<file path="config.mk">
export PLATFORM = sky130hd
export DESIGN_NAME = hall_sensor_emulator
export DESIGN_NICKNAME = d
export VERILOG_FILES = /design/src/rtl/hall_sensor_emulator.sv
export SDC_FILE = /design/constraint.sdc
export NUM_CORES = 1
export LEC_CHECK = 0
export BUFFER_PORTS_ARGS = -buffer_cell sky130_fd_sc_hd__buf_2
export CORE_UTILIZATION = 64
export CTS_BUF_LIST = sky130_fd_sc_hd__clkbuf_16
export DETAILED_ROUTE_END_ITERATION = 10
export PLACE_DENSITY = 0.92
export SLEW_MARGIN = 10
export SYNTH_ARGS = -nofsm -noshare
export SYNTH_HDL_FRONTEND = slang
export SYNTH_SLANG_ARGS = --single-unit
</file>
<file path="constraint.sdc">
create_clock -name clk -period 7.3 [get_ports clk]
set_clock_uncertainty 0.1 [all_clocks]
set_input_delay 0.73 -clock clk [delete_from_list [all_inputs] [get_ports clk]]
set_output_delay 0.73 -clock clk [all_outputs]
set_load 0.005 [all_outputs]
</file>
<file path="src/rtl/hall_sensor_emulator.sv">
// rtl/hall_sensor_emulator.sv - PWM-driven motor plant that regenerates quadrature Hall outputs
// Slew-limited speed inertia is enabled by defining HALL_INERTIA_EN.
module hall_sensor_emulator #(
    parameter int CLK_FREQ_HZ = 100_000_000,
    parameter int FREQ_WIDTH  = 8,
    parameter int MAX_FREQ_HZ = 200,
    parameter int WIN_LOG2    = 16,
    parameter int SLEW_STEP   = 5
) (
    input  logic                  clk,
    input  logic                  reset_n,
    input  logic                  en_in,
    input  logic                  dir_in,
    output logic                  sa,
    output logic                  sb,
    output logic                  dir_model,
    output logic [FREQ_WIDTH-1:0] freq_model
);
    localparam int QUARTER = CLK_FREQ_HZ / 4;
    localparam int ACC_W   = $clog2(QUARTER + (1 << FREQ_WIDTH) + 1);
    localparam int PROD_W  = WIN_LOG2 + 1 + FREQ_WIDTH;
    localparam logic [ACC_W-1:0]      QUARTER_C = ACC_W'(QUARTER);
    localparam logic [FREQ_WIDTH-1:0] MAX_C     = FREQ_WIDTH'(MAX_FREQ_HZ);

    if (MAX_FREQ_HZ >= QUARTER || MAX_FREQ_HZ > (1 << FREQ_WIDTH) - 1 || SLEW_STEP < 1) begin : g_bad_cfg
        $error("hall_sensor_emulator: invalid parameter set");
    end

    logic                  en_meta_q, en_meta_d, en_s_q, en_s_d;
    logic [WIN_LOG2-1:0]   win_cnt_q, win_cnt_d;
    logic [WIN_LOG2:0]     high_cnt_q, high_cnt_d;
    logic [ACC_W-1:0]      acc_q, acc_d;
    logic [FREQ_WIDTH-1:0] freq_q, freq_d;
    logic                  dir_q, dir_d;
    logic                  sa_q, sa_d, sb_q, sb_d;

    logic                  wrap;
    logic [WIN_LOG2:0]     h;
    logic [PROD_W-1:0]     prod, prod_sh;
    logic [FREQ_WIDTH-1:0] tgt, stepped;
    logic [ACC_W-1:0]      sum;

    assign wrap    = &win_cnt_q;
    assign h       = high_cnt_q + (WIN_LOG2 + 1)'(en_s_q);
    assign prod    = PROD_W'(h) * PROD_W'(MAX_FREQ_HZ);
    assign prod_sh = prod >> WIN_LOG2;
    assign tgt     = (prod_sh > PROD_W'(MAX_FREQ_HZ)) ? MAX_C : prod_sh[FREQ_WIDTH-1:0];
    assign sum     = acc_q + ACC_W'(freq_q);

`ifdef HALL_INERTIA_EN
    localparam logic [FREQ_WIDTH-1:0] SLEW_C = FREQ_WIDTH'(SLEW_STEP);

    // Move toward the target by at most one slew step, landing exactly on it when close.
    always_comb begin
        stepped = tgt;
        if (tgt > freq_q) begin
            if (tgt - freq_q > SLEW_C) stepped = freq_q + SLEW_C;
        end else begin
            if (freq_q - tgt > SLEW_C) stepped = freq_q - SLEW_C;
        end
    end
`else
    assign stepped = tgt;
`endif

    always_comb begin
        en_meta_d  = en_in;
        en_s_d     = en_meta_q;
        win_cnt_d  = win_cnt_q + WIN_LOG2'(1);
        high_cnt_d = wrap ? '0 : h;
        freq_d     = wrap ? stepped : freq_q;
        dir_d      = (freq_q == '0) ? dir_in : dir_q;
        acc_d      = sum;
        sa_d       = sa_q;
        sb_d       = sb_q;
        // Gray-code step: forward rotates 00->10->11->01, reverse walks it backwards.
        if (sum >= QUARTER_C) begin
            acc_d = sum - QUARTER_C;
            sa_d  = dir_q ? ~sb_q : sb_q;
            sb_d  = dir_q ? sa_q  : ~sa_q;
        end
    end

    always_ff @(posedge clk or negedge reset_n) begin
        if (!reset_n) begin
            en_meta_q  <= 1'b0;
            en_s_q     <= 1'b0;
            win_cnt_q  <= '0;
            high_cnt_q <= '0;
            acc_q      <= '0;
            freq_q     <= '0;
            dir_q      <= 1'b1;
            sa_q       <= 1'b0;
            sb_q       <= 1'b0;
        end else begin
            en_meta_q  <= en_meta_d;
            en_s_q     <= en_s_d;
            win_cnt_q  <= win_cnt_d;
            high_cnt_q <= high_cnt_d;
            acc_q      <= acc_d;
            freq_q     <= freq_d;
            dir_q      <= dir_d;
            sa_q       <= sa_d;
            sb_q       <= sb_d;
        end
    end

    assign sa         = sa_q;
    assign sb         = sb_q;
    assign dir_model  = dir_q;
    assign freq_model = freq_q;

endmodule

</file>
==> impl_results.rst <==
.. list-table::
   :header-rows: 1

   * - Metric
     - Value
   * - Register Area
     - 1778 sq um
   * - XOR/XNOR Fraction of Synth Area
     - 12.20%
   * - Number of gates resized after cts
     - 0
   * - Crit path launch type
     - register
   * - Share of the clock period used by the worst path after layout
     - 79.08%
   * - Compound-cell area share of the yosys netlist
     - 17.28%
   * - Layout Area Growth over Synthesis
     - 6.232%
   * - Slew at the pin with the worst max-slew slack
     - 1.012 ns
   * - Number of design rule violations left after detail routing
     - 0
   * - Clock latency at the later pin of the worst-skew pair
     - 0.34 ns
   * - EDFF count, synth
     - 0
   * - Setup crit end kind
     - register
   * - Port-buffer cells
     - 14
   * - Total grt overflow
     - 0
   * - Global placer's final weighted congestion
     - 0.9098
   * - Total track usage
     - 30.28%
   * - Number of antenna violations at the first check in global routing
     - 0
   * - Die ar.
     - 10060 sq um
   * - Most frequent cells after synthesis
     - dfrtp_1, ha_1, inv_1, xnor2_1, nor2_1
   * - Critical path class
     - reg -> reg
   * - Routed wire length
     - 14510 um
   * - Cell count after synthesis
     - 665
   * - Standard cell with the maximum stage delay on the critical path
     - fa_1
   * - Combined area of the multi-input logic cells
     - 4004 sq um
   * - Hold violation total from the final report
     - 0
   * - Result of the run
     - finished clean
   * - Count of nets left with antenna violations after detail routing
     - 0
   * - Wire length of the first global-routing pass
     - 24160 um
   * - Slew HR
     - 32.37%
   * - Peak supply drop
     - 0.0001968 V
   * - Count of maximum capacitance violations
     - 0
   * - Fraction of the core area covered by cells at the end of the flow
     - 70.75%
   * - Layout filler cell count
     - 624
   * - DR iter-0 viols
     - 508
   * - Initial core utilization
     - 66.60%
   * - Combinational family with the most area after synthesis
     - compound AO/OA/AOI/OAI gates
   * - Clock root cell
     - clkbuf_16
   * - Share of synthesized cell area in and, or, nand and nor gates
     - 17.12%
   * - Hold Slack
     - 0.2490 ns
   * - Pins Over Slew Limit
     - 0
   * - Arithmetic-cell share of the synthesized area counting full adders, half adders and majority gates
     - 17.08%
   * - Wire per inst
     - 18.09 um
   * - Async S/R FF share, synth
     - 100.0%
   * - Number of endpoints failing setup at the final stage
     - 0
   * - Fraction of post-synthesis cell area in the top cell type by area
     - 28.33%
   * - Number of placement rows
     - 35
   * - Sum of net half-perimeters after detailed placement
     - 10360 um
   * - Number of placed I/O pins
     - 15
   * - Portion of netlist area occupied by mux cells
     - 1.072%
   * - Vias post-DR
     - 5192
   * - Data required time of the worst path
     - 7.42 ns
   * - Cell variety after synth
     - 81
   * - CTS Sinks
     - 71
   * - DIE HEIGHT
     - 100.3 um
   * - Number of global-route vias before repair
     - 5229
   * - Number of CTS-inserted buffers
     - 9
   * - Core Box Area
     - 9284 sq um
   * - Ys Warns
     - 0
   * - Avg Vias per Cell
     - 6.474
   * - Maximum number of pins on one net before global-route repair
     - 72
   * - Post-synthesis area per instance
     - 9.298 sq um
   * - Areal power density over the cells
     - 201.1 nW/um^2
   * - Worst-path maximum fanout
     - 6
   * - CTS clk-pin slew, worst paths
     - 0.06 ns
   * - Layout cells sized above 1
     - 9.212%
   * - Mapped Nets
     - 748
   * - Antenna cell count
     - 0
   * - Number of buffers added for setup after CTS
     - 0
   * - Setup total negative slack
     - 0 ns
   * - Slowest cell delay on critical path
     - 0.50 ns
   * - Top cells by area, synth
     - dfrtp_1, ha_1, xnor2_1
   * - Proportion of synthesized chip area in sequential cells
     - 28.75%
   * - CTS H-tree depth
     - 3
   * - Die Wd
     - 100.3 um
   * - Number of synthesized register bits
     - 71
   * - Path type of the worst min-delay path
     - reg -> reg
   * - Unrepaired setup endpoints after global routing
     - no
   * - Arrival @ worst endpoint
     - 5.90 ns
   * - Synthesized area
     - 6183 sq um
   * - Detailed-routing iteration count for the pre-antenna-repair pass
     - 5
   * - LEAKAGE
     - 3.342 nW
   * - Sequence of cells on the critical path
     - and3_1, and4_1, and2_1, and3_1, nand2_1, xor2_1, inv_1, ha_1, ha_1, inv_1, fa_1, inv_1, ha_1, a21o_1, a21o_1, a21o_1, a221oi_1, o21ai_0, or2_2, mux2i_1, nand3_1, o221a_2
   * - TritonCTS clock tree
     - yes
   * - Top achievable clock speed
     - 173.2 MHz
   * - Hold Buf Count CTS
     - 0
   * - Cell taking the most area after synthesis
     - dfrtp_1
   * - Time the worst path needs with I/O delays and setup
     - 5.773 ns
   * - Top_reg_cell synth
     - dfrtp_1
   * - Final layout net count
     - 751
   * - Maximum root-to-sink buffer count
     - 2
[power by group]
part / switching [mW] / total (mW) / leakage, nW / internal [mW]
Clock: 0.182 / 0.447 / 0.138 / 0.265
Sequential: 0.0195 / 0.432 / 0.958 / 0.413
Combinational: 0.241 / 0.441 / 2.25 / 0.201
[cells by family after synthesis]
logic type	Yosys count
mux	6
simple gates	203
xor+xnor	84
fa+ha+maj	79
flops	71
compound gates	132
buf+inv	90
[final cells by class]
cell class	count	area share [%]
Timing Repair Buffer	15	1.181
Sequential cell	71	27.07
Clock buffer	9	3.429
Multi-Input combinational cell	504	60.95
Tap cell	129	2.457
Clock inverter	7	1.086
Inverter	67	3.829
[cells in the final DEF (no fill, tap or decap), types with 14 or more instances in the layout]
master,count
o21ai_0,22
xnor2_1,58
nor3_1,15
xor2_1,25
and3_1,20
nand3_1,29
a21o_1,19
a21oi_1,19
inv_1,67
and2_1,14
nor2_1,41
ha_1,70
dfrtp_1,70
nand2_1,39
buf_2,14
[registers in the layout, summed over array words and instances (netlist names)]
name,count
freq_model,8
sb,1
high_cnt_q,17
en_s_q,1
sa,1
dir_model,1
en_meta_q,1
win_cnt_q,16
acc_q,25
[critical path, delay by kind of cell, from the launching register on]
kind / cells / cell delay [ns]
AOI/OAI and AO/OA: 6 / 1.24
buffers and inverters: 3 / 0.19
muxes: 1 / 0.38
xor gates and xnor gates: 1 / 0.34
DFF: 1 / 0.40
and+or+nand+nor: 7 / 1.56
adders and majority gates: 4 / 1.44
[per-stage QoR]
| step | instance area, sq um | power, mW | worst slack (ns) | instances |
|---|---|---|---|---|
| finish | 6569 | 1.321 | 1.527 | 802 |
| global route | 6569 | 1.418 | 1.157 | 802 |
| CTS | 6569 | 1.320 | 1.589 | 802 |
| detailed placement | 6272 | 0.8760 | 1.660 | 786 |
| global placement | 6272 | 0.8333 | 1.906 | 786 |
| floorplan | 6183 | 0.7641 | 2.046 | 665 |
[layer usage]
layer | routed length (um) | share of wire, % | global-route usage (%)
met2 | 6998 | 48 | 51.37
met1 | 5689 | 39 | 36.26
met4 | 622 | 4.3 | 17.28
met5 | 0 | 0 | 0
met3 | 1195 | 8.2 | 5.362
[path summary, 6_finish.rpt]
kind,startpoint,endpoint,slack [ns],cells past startpoint
hold / removal,en_meta_q,en_s_q,0.25,0
min in group asynchronous,reset_n,high_cnt_q[15],0.49,2
setup reg to reg,high_cnt_q[1],freq_model[3],1.53,22
hold reg to reg,en_meta_q,en_s_q,0.25,0
max in group asynchronous,reset_n,acc_q[0],5.99,2
setup / recovery,high_cnt_q[1],freq_model[3],1.53,22
No activity file was read; power rests on OpenSTA's default activity.
